File: src/rtl/m_dram_arbiter.sv
// m_dram_arbiter: shares one fixed-latency, single-outstanding DRAM between
// the fetch port (0, read only) and the data port (1, read/write).
//
// Ports:
//   w_clock, w_reset            clock, synchronous active-high reset
//   w_req0, w_addr0             fetch read request, held until r_ack0
//   w_req1, w_we1, w_addr1,
//   w_wdata1                    data request, held until r_ack1
//   r_ack0, r_ack1              one-cycle completion pulses
//   r_rdata, r_err              read data / timeout flag, valid with ack
//   r_mem_re, r_mem_we          one-cycle DRAM strobes
//   r_mem_addr, r_mem_wdata     DRAM address / write data, held during access
//   w_mem_rdata, w_mem_oe       DRAM read data and completion strobe
//
// Parameter TIMEOUT (2..65535): cycles allowed in WAIT before abort.
// Macro ARB_RR_EN: round-robin on ties (default: port 1 beats port 0).

module m_dram_arbiter #(
    parameter int unsigned TIMEOUT = 64
) (
    input  logic        w_clock,
    input  logic        w_reset,
    input  logic        w_req0,
    input  logic [31:0] w_addr0,
    input  logic        w_req1,
    input  logic        w_we1,
    input  logic [31:0] w_addr1,
    input  logic [31:0] w_wdata1,
    output logic        r_ack0,
    output logic        r_ack1,
    output logic [31:0] r_rdata,
    output logic        r_err,
    output logic        r_mem_re,
    output logic        r_mem_we,
    output logic [31:0] r_mem_addr,
    output logic [31:0] r_mem_wdata,
    input  logic [31:0] w_mem_rdata,
    input  logic        w_mem_oe
);

    typedef enum logic [1:0] {
        S_IDLE  = 2'd0,
        S_ISSUE = 2'd1,
        S_WAIT  = 2'd2,
        S_RESP  = 2'd3
    } state_t;

    // Watchdog fires when the count of WAIT cycles (this one included)
    // reaches TIMEOUT-1.
    localparam logic [15:0] TO_LAST = 16'(TIMEOUT - 1);

    state_t      state_q;
    logic [15:0] cnt_q;
    logic [15:0] cnt_d;
    logic        gnt1_q;
    logic        we_q;
    logic        gnt1_d;

`ifdef ARB_RR_EN
    // Last granted port: 1 = port 1, 0 = port 0.
    logic        r_last;
`endif

    assign cnt_d = cnt_q + 16'd1;

    // Grant decision, only consumed in IDLE.
    always_comb begin
        gnt1_d = 1'b0;
`ifdef ARB_RR_EN
        if (w_req0 && w_req1) begin
            gnt1_d = ~r_last;
        end else begin
            gnt1_d = w_req1;
        end
`else
        gnt1_d = w_req1;
`endif
    end

    always_ff @(posedge w_clock) begin
        if (w_reset) begin
            state_q     <= S_IDLE;
            cnt_q       <= 16'd0;
            gnt1_q      <= 1'b0;
            we_q        <= 1'b0;
            r_ack0      <= 1'b0;
            r_ack1      <= 1'b0;
            r_rdata     <= 32'd0;
            r_err       <= 1'b0;
            r_mem_re    <= 1'b0;
            r_mem_we    <= 1'b0;
            r_mem_addr  <= 32'd0;
            r_mem_wdata <= 32'd0;
`ifdef ARB_RR_EN
            r_last      <= 1'b1;
`endif
        end else begin
            unique case (state_q)
                S_IDLE: begin
                    if (w_req0 || w_req1) begin
                        gnt1_q      <= gnt1_d;
                        we_q        <= gnt1_d & w_we1;
                        r_mem_addr  <= gnt1_d ? w_addr1 : w_addr0;
                        r_mem_wdata <= gnt1_d ? w_wdata1 : 32'd0;
                        // Strobe registered here so it is high during ISSUE.
                        r_mem_re    <= ~(gnt1_d & w_we1);
                        r_mem_we    <= gnt1_d & w_we1;
`ifdef ARB_RR_EN
                        r_last      <= gnt1_d;
`endif
                        state_q     <= S_ISSUE;
                    end
                end
                S_ISSUE: begin
                    r_mem_re <= 1'b0;
                    r_mem_we <= 1'b0;
                    cnt_q    <= 16'd0;
                    state_q  <= S_WAIT;
                end
                S_WAIT: begin
                    cnt_q <= cnt_d;
                    // Completion wins over a coincident timeout.
                    if (w_mem_oe) begin
                        r_rdata <= we_q ? 32'd0 : w_mem_rdata;
                        r_err   <= 1'b0;
                        r_ack0  <= ~gnt1_q;
                        r_ack1  <= gnt1_q;
                        state_q <= S_RESP;
                    end else if (cnt_d == TO_LAST) begin
                        r_rdata <= 32'd0;
                        r_err   <= 1'b1;
                        r_ack0  <= ~gnt1_q;
                        r_ack1  <= gnt1_q;
                        state_q <= S_RESP;
                    end
                end
                S_RESP: begin
                    r_ack0      <= 1'b0;
                    r_ack1      <= 1'b0;
                    r_err       <= 1'b0;
                    r_rdata     <= 32'd0;
                    r_mem_addr  <= 32'd0;
                    r_mem_wdata <= 32'd0;
                    state_q     <= S_IDLE;
                end
                default: begin
                    state_q <= S_IDLE;
                end
            endcase
        end
    end

endmodule

File: config.mk
export PLATFORM = sky130hd
export DESIGN_NAME = m_dram_arbiter
export DESIGN_NICKNAME = d
export VERILOG_FILES = /design/src/rtl/m_dram_arbiter.sv
export SDC_FILE = /design/constraint.sdc
export NUM_CORES = 1
export LEC_CHECK = 0
export ABC_AREA = 1
export CAP_MARGIN = 20
export CELL_PAD_IN_SITES_DETAIL_PLACEMENT = 0
export CELL_PAD_IN_SITES_GLOBAL_PLACEMENT = 1
export CORE_UTILIZATION = 27
export CTS_CLUSTER_DIAMETER = 150
export DETAILED_ROUTE_END_ITERATION = 16
export GPL_ROUTABILITY_DRIVEN = 0
export PLACE_DENSITY_LB_ADDON = 0.12
export SLEW_MARGIN = 20
export SYNTH_ARGS = -nofsm -noshare
export SYNTH_HDL_FRONTEND = slang
export SYNTH_SLANG_ARGS = --single-unit
File: constraint.sdc
create_clock -name w_clock -period 2 [get_ports w_clock]
set_input_delay 0.3 -clock w_clock [delete_from_list [all_inputs] [get_ports w_clock]]
set_output_delay 0.3 -clock w_clock [all_outputs]
set_load 0.02 [all_outputs]
Word level (Yosys, flattened, before mapping). Index checks and enable logic that the tools add are counted.

Register bits: 121. Input bits: 134.

Equality and inequality tests: 6. Add/subtract/negate cells: 1. Reductions and logical operators: 11. Multiplexer cells: 28. Bitwise logic cells: 3.

Operators with widths (count): $mux 32 (7); $pmux 32 s2 (3); $pmux 16 s2 (1); $add 16x1->16 const B (1); $eq 16x6->1 const B (1); $pmux 1 s2 (5); $reduce_and 2->1 (5); $mux 1 (8); $pmux 2 s4 (1); $reduce_bool 2->1 (4); $mux 2 (3); $eq 2x2->1 const B (2); $ne 3x3->1 const B (1); $eq 2x1->1 const B (1); $logic_not 2->1 (1); $ne 2x2->1 const B (1); $not 1->1 (2); $and 1x1->1 (1); $logic_or 1x1->1 (1).

Logic depth before layout (Yosys ltp).
Word-level depth: 5. Mapped depth: 15. Gate-level depth less buffers: 14.

Least setup slack after synthesis. OpenSTA, ideal clock, no wires.

Path type: register to register. Start: reg state_q[0]. End: reg r_mem_addr[12]. Path slack: 0.021 ns. Clock period less this slack: 1.979 ns. Data arrival time: 1.852 ns. Required time: 1.872 ns. Cell stages (with the launch flop): 13. Cell sequence: dfxtp_1 -> inv_1 -> ha_1 -> clkbuf_1 -> inv_1 -> a21oi_1 -> inv_2 -> o21ai_1 -> inv_2 -> buf_2 -> clkbuf_1 -> a21oi_1 -> nor2_1.

Word-level cells in the longest chain between the ends: 3.

Ends and longest elaborated chain: start, declared (RTL line 52) `state_t state_q;`; start signal, assigned (RTL line 82) `state_q <= S_IDLE;`; start signal, assigned (RTL line 111) `state_q <= S_ISSUE;`; start signal, assigned (RTL line 118) `state_q <= S_WAIT;`; $eq 2x2->1 / $logic_not 2->1 (equally long branches) (RTL line 98) `unique case (state_q)`; $reduce_bool 2->1 (no source line) / $ne 2x2->1 (equally long branches); $reduce_and 2->1 (no source line); end signal, assigned (RTL line 103) `r_mem_addr <= gnt1_d ? w_addr1 : w_addr0;`; end, declared (RTL line 35) `output logic [31:0] r_mem_addr,`.

Parallel ways exist; a longest one is shown, timed or not. A chain may end at the register's enable or synchronous reset.

Final worst setup path.
Start: reg cnt_q[0]. End: reg r_rdata[27].

Word-level cells in the longest chain between the ends: 4.

Ends and longest elaborated chain: start, declared (RTL line 53) `logic [15:0] cnt_q;`; start signal, assigned (RTL line 121) `cnt_q <= cnt_d;`; $add 16x1->16 (RTL line 64) `assign cnt_d = cnt_q + 16'd1;`; $eq 16x6->1 (RTL line 129) `end else if (cnt_d == TO_LAST) begin`; $ne 3x3->1 (no source line); $reduce_and 2->1 (no source line); end signal, assigned (RTL line 124) `r_rdata <= we_q ? 32'd0 : w_mem_rdata;`; end, declared (RTL line 31) `output logic [31:0] r_rdata,`.

Every way passes these cells.

==> qor.log <==
INFO  run_status     status=finished with violations
INFO  run_status     violations_in_the_final_reports=setup timing
INFO  timing         final.period_utilization=103%
INFO  floorplan      row_count=52
INFO  setup_path     reg2reg_from=cnt_q[0]
INFO  clocking       clock_tree.buffer_depth=2
INFO  place          number_of_buffers_inserted_by_port_buffering=234
INFO  global_routing grt_overflow=0
INFO  setup_path     critical_path.top_delay_family=simple AND/OR/NAND/NOR gates
INFO  layout         area.growth.synth_to_final=65.5%
INFO  global_routing initial_antenna_violation_count=0
INFO  timing         maxClockFrequency=0.484GHz
INFO  setup_path     worst_reg2reg_path_depth=15
INFO  synth          synth.net_count=946
INFO  timing         worst_slew_pin_slew=546ps
INFO  power          cellPowerDensity=1180mW/mm²
INFO  synth          yosysWarningCount=0
INFO  synth          seq_area_frac_synth=42.7%
INFO  routing        routed_wirelength=19400µm
INFO  synth          synth_top_cell_area_share=42.7%
INFO  flow_run       drv.max_cap_violation_count=0
INFO  global_routing wire_length_of_the_first_global_routing_pass=31100µm
INFO  synth          yosys.cell_types.count=31
INFO  floorplan      initial_core_util=27.8%
INFO  routing        drt_iter0_drc=188
INFO  clocking       cts_sinks=121
INFO  timing         skew=8.63ps
INFO  setup_path     timing.critical_path.slowest_stage_cell=sky130_fd_sc_hd__dfxtp_2
INFO  clocking       tritoncts_clock_tree=done
INFO  setup_path     criticalPathCategory=flip-flop to flip-flop
INFO  hold_path      holdPathEnd=r_mem_wdata[29]
INFO  timing         setup_repair_after_global_routing_missed_its_margin=yes
INFO  routing        detail_route.drc_violations=0
INFO  timing         finalSetupViolations=19
INFO  setup_path     endpoint_kind=flip-flop
INFO  global_routing grt_pass1_vias=5863
INFO  setup_path     timing.critical_path.cells=ha_4 -> nand2_4 -> nor2_4 -> nand2_1 -> nand2_2 -> nand2_1 -> nor2_1 -> nand2_1 -> nor2_2 -> nand3_4 -> nand2_8 -> buf_12 -> nand2_8 -> nand2_1 -> a21oi_1
INFO  setup_path     timing.critical_path.mode_cell=sky130_fd_sc_hd__nand2_1
INFO  routing        vias=6014
INFO  timing         post-route-min-period=2070ps
INFO  timing         finalHoldViolations=0
INFO  clocking       clockRootBuffer=sky130_fd_sc_hd__clkbuf_16
INFO  routing        via_per_inst=4.52
INFO  layout         layout.filler_cells=2136
INFO  setup_path     cp_max_fo=7
INFO  floorplan      io-pin-count=235
INFO  hold_path      startpoint_of_the_lowest_slack_hold_path=w_wdata1[29]
INFO  clocking       clock_tree.htree_level_count=4
INFO  synth          post_synth.cell_area_avg=7.04µm²
INFO  floorplan      floorplan.die_area=0.0216mm²
INFO  synth          register_bit_count_reported_by_yosys=121
INFO  synth          post_synth_inst_count=806
INFO  layout         antenna-diode-count=0
INFO  synth          synth_area_leaders=sky130_fd_sc_hd__dfxtp_1 (43%), sky130_fd_sc_hd__nand2_1 (11%), sky130_fd_sc_hd__a21oi_1 (9.5%)
INFO  setup_path     slowest_delay=350ps
INFO  routing        routedWlPerCell=14.5µm
INFO  floorplan      floorplan.die.height=147µm
INFO  clocking       cts_made_buffers=17
INFO  global_routing track_usage=18.2%
INFO  setup_path     combined_buffer_and_inverter_count_along_the_critical_path=1
INFO  timing         postLayoutSetupSlackWorst=-66.2ps
INFO  setup_path     critical_path.reg2reg.endpoint=r_rdata[27]
INFO  floorplan      core_area=0.0204mm²
INFO  setup_path     timing.critical_path.arrival=2340ps
INFO  layout         finish.utilization=45.9%
INFO  layout         total_nets_final=1189
INFO  routing        route.antenna.remaining_nets=0
INFO  setup_path     worst-endpoint-required=2270ps
INFO  timing         final.setup.tns=-939ps
INFO  clocking       worst_skew_pair.late_latency=420ps
INFO  setup_path     worst-r2r-setup-slack=-70ps
INFO  hold_path      min-delay-path-class=primary input to flip-flop
INFO  routing        number_of_iterations_in_the_first_detailed_routing_pass=5
INFO  floorplan      die_w=147µm
INFO  synth          synth_area=0.00567mm²
INFO  power          power.static_leakage=3.53nW
INFO  global_routing pin_count_of_the_biggest_net_entering_global_routing=104
INFO  layout         share_of_layout_cells_above_drive_strength_1=15.3%
INFO  timing         max_slew_margin=63.4%
INFO  synth          yosys.area.top_type=sky130_fd_sc_hd__dfxtp_1
INFO  hold_path      worstHoldPathCells=3
INFO  place          post-dp-hpwl=13100µm
INFO  power          vdd.ir_drop.worst=0.737mV
INFO  timing         final_report_max_slew_violation_count=0
INFO  setup_path     startpoint_type=flip-flop
INFO  clocking       clkTransAtPathRegs=70ps
[cell families after synthesis]
| kind of cell | count (synthesis) | share of synthesized area [%] |
|---|---|---|
| AOI/OAI and AO/OA | 161 | 15.1 |
| xor gates and xnor gates | 1 | 0.154 |
| adders and majority gates | 6 | 1.32 |
| buffers and inverters | 105 | 7.88 |
| DFF | 121 | 42.7 |
| and+or+nand+nor | 412 | 32.8 |
[worst max path at each step]
stage | from | end | depth (start not counted)
final | cnt_q[0] | r_rdata[27] | 15
after CTS | cnt_q[0] | r_rdata[8] | 15
after global routing | cnt_q[0] | r_rdata[21] | 13
after detailed placement | cnt_q[0] | r_rdata[26] | 15
after global placement | cnt_q[0] | r_rdata[3] | 15
after floorplan | state_q[0] | r_mem_addr[12] | 12
[tightest hold or removal path, stage by stage]
cell                              delay [ps]
sky130_fd_sc_hd__clkdlybuf4s50_1         390
sky130_fd_sc_hd__nand3_1                  80
sky130_fd_sc_hd__a21oi_1                  50
[repair_timing]
item | in CTS | in global routing
setup buffers | 4 | 1
gates cloned | 4 | 1
setup endpoints to repair | 36 | 40
resized for setup | 33 | 28
pin swaps | 6 | 9
hold buffers | 0 | 0
[placed cells by master, fill, tap and decap left out, types with 5 or more instances in the layout]
cell type                         synthesis  routed
sky130_fd_sc_hd__a21oi_1                108     108
sky130_fd_sc_hd__a21oi_2                 12      12
sky130_fd_sc_hd__buf_12                   0       9
sky130_fd_sc_hd__buf_4                    1      27
sky130_fd_sc_hd__clkbuf_16                0      18
sky130_fd_sc_hd__clkdlybuf4s50_1          0     233
sky130_fd_sc_hd__clkinvlp_4               0       5
sky130_fd_sc_hd__dfxtp_1                121     114
sky130_fd_sc_hd__dfxtp_2                  0       7
sky130_fd_sc_hd__ha_1                     6       5
sky130_fd_sc_hd__inv_1                   44      44
sky130_fd_sc_hd__inv_6                    0       6
sky130_fd_sc_hd__nand2_1                159     136
sky130_fd_sc_hd__nand2_2                  3      19
sky130_fd_sc_hd__nand2_4                  2       7
sky130_fd_sc_hd__nand2_8                  0       5
sky130_fd_sc_hd__nand3_1                 69      67
sky130_fd_sc_hd__nand3_2                 15      16
sky130_fd_sc_hd__nand4_1                  6       6
sky130_fd_sc_hd__nor2_1                 116     109
sky130_fd_sc_hd__nor2_2                   1       8
sky130_fd_sc_hd__nor3_1                  32      32
sky130_fd_sc_hd__o21ai_0                 36      35
[metal layers]
metal | routed length, µm | track usage [%] | share of wire [%] | vias up
met5 | 0 | 0 | 0 | -
met2 | 8830 | 28.8 | 46 | 152
met1 | 8740 | 22.4 | 45 | 2701
met4 | 177 | 4.85 | 0.91 | 0
li1 | - | - | - | 3150
met3 | 1610 | 7.83 | 8.3 | 11
[stage by stage]
stage / setup slack [ps] / cell area [µm²] / hold WS [ps] / std cells / power, mW
after detailed placement: -84.5 / 8460 / 455 / 1290 / 7.85
after global routing: -241 / 9390 / 438 / 1332 / 11.8
after global placement: -62.5 / 8460 / 451 / 1290 / 7.87
after CTS: -56.8 / 9260 / 434 / 1330 / 11.2
final: -66.2 / 9390 / 453 / 1332 / 11.1
after floorplan: 20.7 / 5670 / 451 / 806 / 5.82
[sequential cells by signal, summed over array words and instances (netlist names)]
| register | count |
|---|---|
| r_mem_addr | 32 |
| r_mem_wdata | 32 |
| r_rdata | 32 |
| cnt_q | 16 |
| state_q | 2 |
| gnt1_q | 1 |
| r_ack0 | 1 |
| r_ack1 | 1 |
| r_err | 1 |
| r_mem_re | 1 |
| r_mem_we | 1 |
| we_q | 1 |
[Yosys cell counts]
cell type and count:
sky130_fd_sc_hd__inv_1 44, sky130_fd_sc_hd__nand3_2 15, sky130_fd_sc_hd__clkinv_1 2, sky130_fd_sc_hd__buf_4 1, sky130_fd_sc_hd__a2bb2oi_1 1, sky130_fd_sc_hd__buf_2 3, sky130_fd_sc_hd__nand3b_1 3, sky130_fd_sc_hd__xor2_1 1
sky130_fd_sc_hd__nor2_2 1, sky130_fd_sc_hd__nand2_1 159, sky130_fd_sc_hd__clkbuf_1 40, sky130_fd_sc_hd__buf_1 5, sky130_fd_sc_hd__o21bai_1 1, sky130_fd_sc_hd__o21ai_1 2, sky130_fd_sc_hd__nor3_1 32, sky130_fd_sc_hd__inv_2 5
sky130_fd_sc_hd__a21oi_2 12, sky130_fd_sc_hd__o21ai_0 36, sky130_fd_sc_hd__nand4_1 6, sky130_fd_sc_hd__nand2_2 3, sky130_fd_sc_hd__nor2_1 116, sky130_fd_sc_hd__nand2_4 2, sky130_fd_sc_hd__dfxtp_1 121, sky130_fd_sc_hd__nor2_4 4
sky130_fd_sc_hd__buf_6 3, sky130_fd_sc_hd__a21oi_1 108, sky130_fd_sc_hd__o22ai_1 1, sky130_fd_sc_hd__nand3_1 69, sky130_fd_sc_hd__ha_1 6, sky130_fd_sc_hd__nor3_2 2, sky130_fd_sc_hd__buf_8 2
[report_power, final]
group          internal [mW]  total [mW]  leakage, nW  switching, mW
registers               2.91        3.19        0.991          0.277
clock network           1.77        3.01        0.267           1.24
logic                   2.10        4.87         2.27           2.77
total                   6.78        11.1         3.53           4.29
[final cells by class]
| cell class | count | area (µm²) | share of cell area (%) |
|---|---|---|---|
| Clock buffer | 18 | 439 | 4.68 |
| Clock inverter | 14 | 138 | 1.47 |
| Inverter | 51 | 194 | 2.07 |
| Multi-Input combinational cell | 583 | 3030 | 32.3 |
| Sequential cell | 121 | 2430 | 25.9 |
| Tap cell | 270 | 338 | 3.60 |
| Timing Repair Buffer | 275 | 2820 | 30.0 |
(Power assumes the default switching activity.)
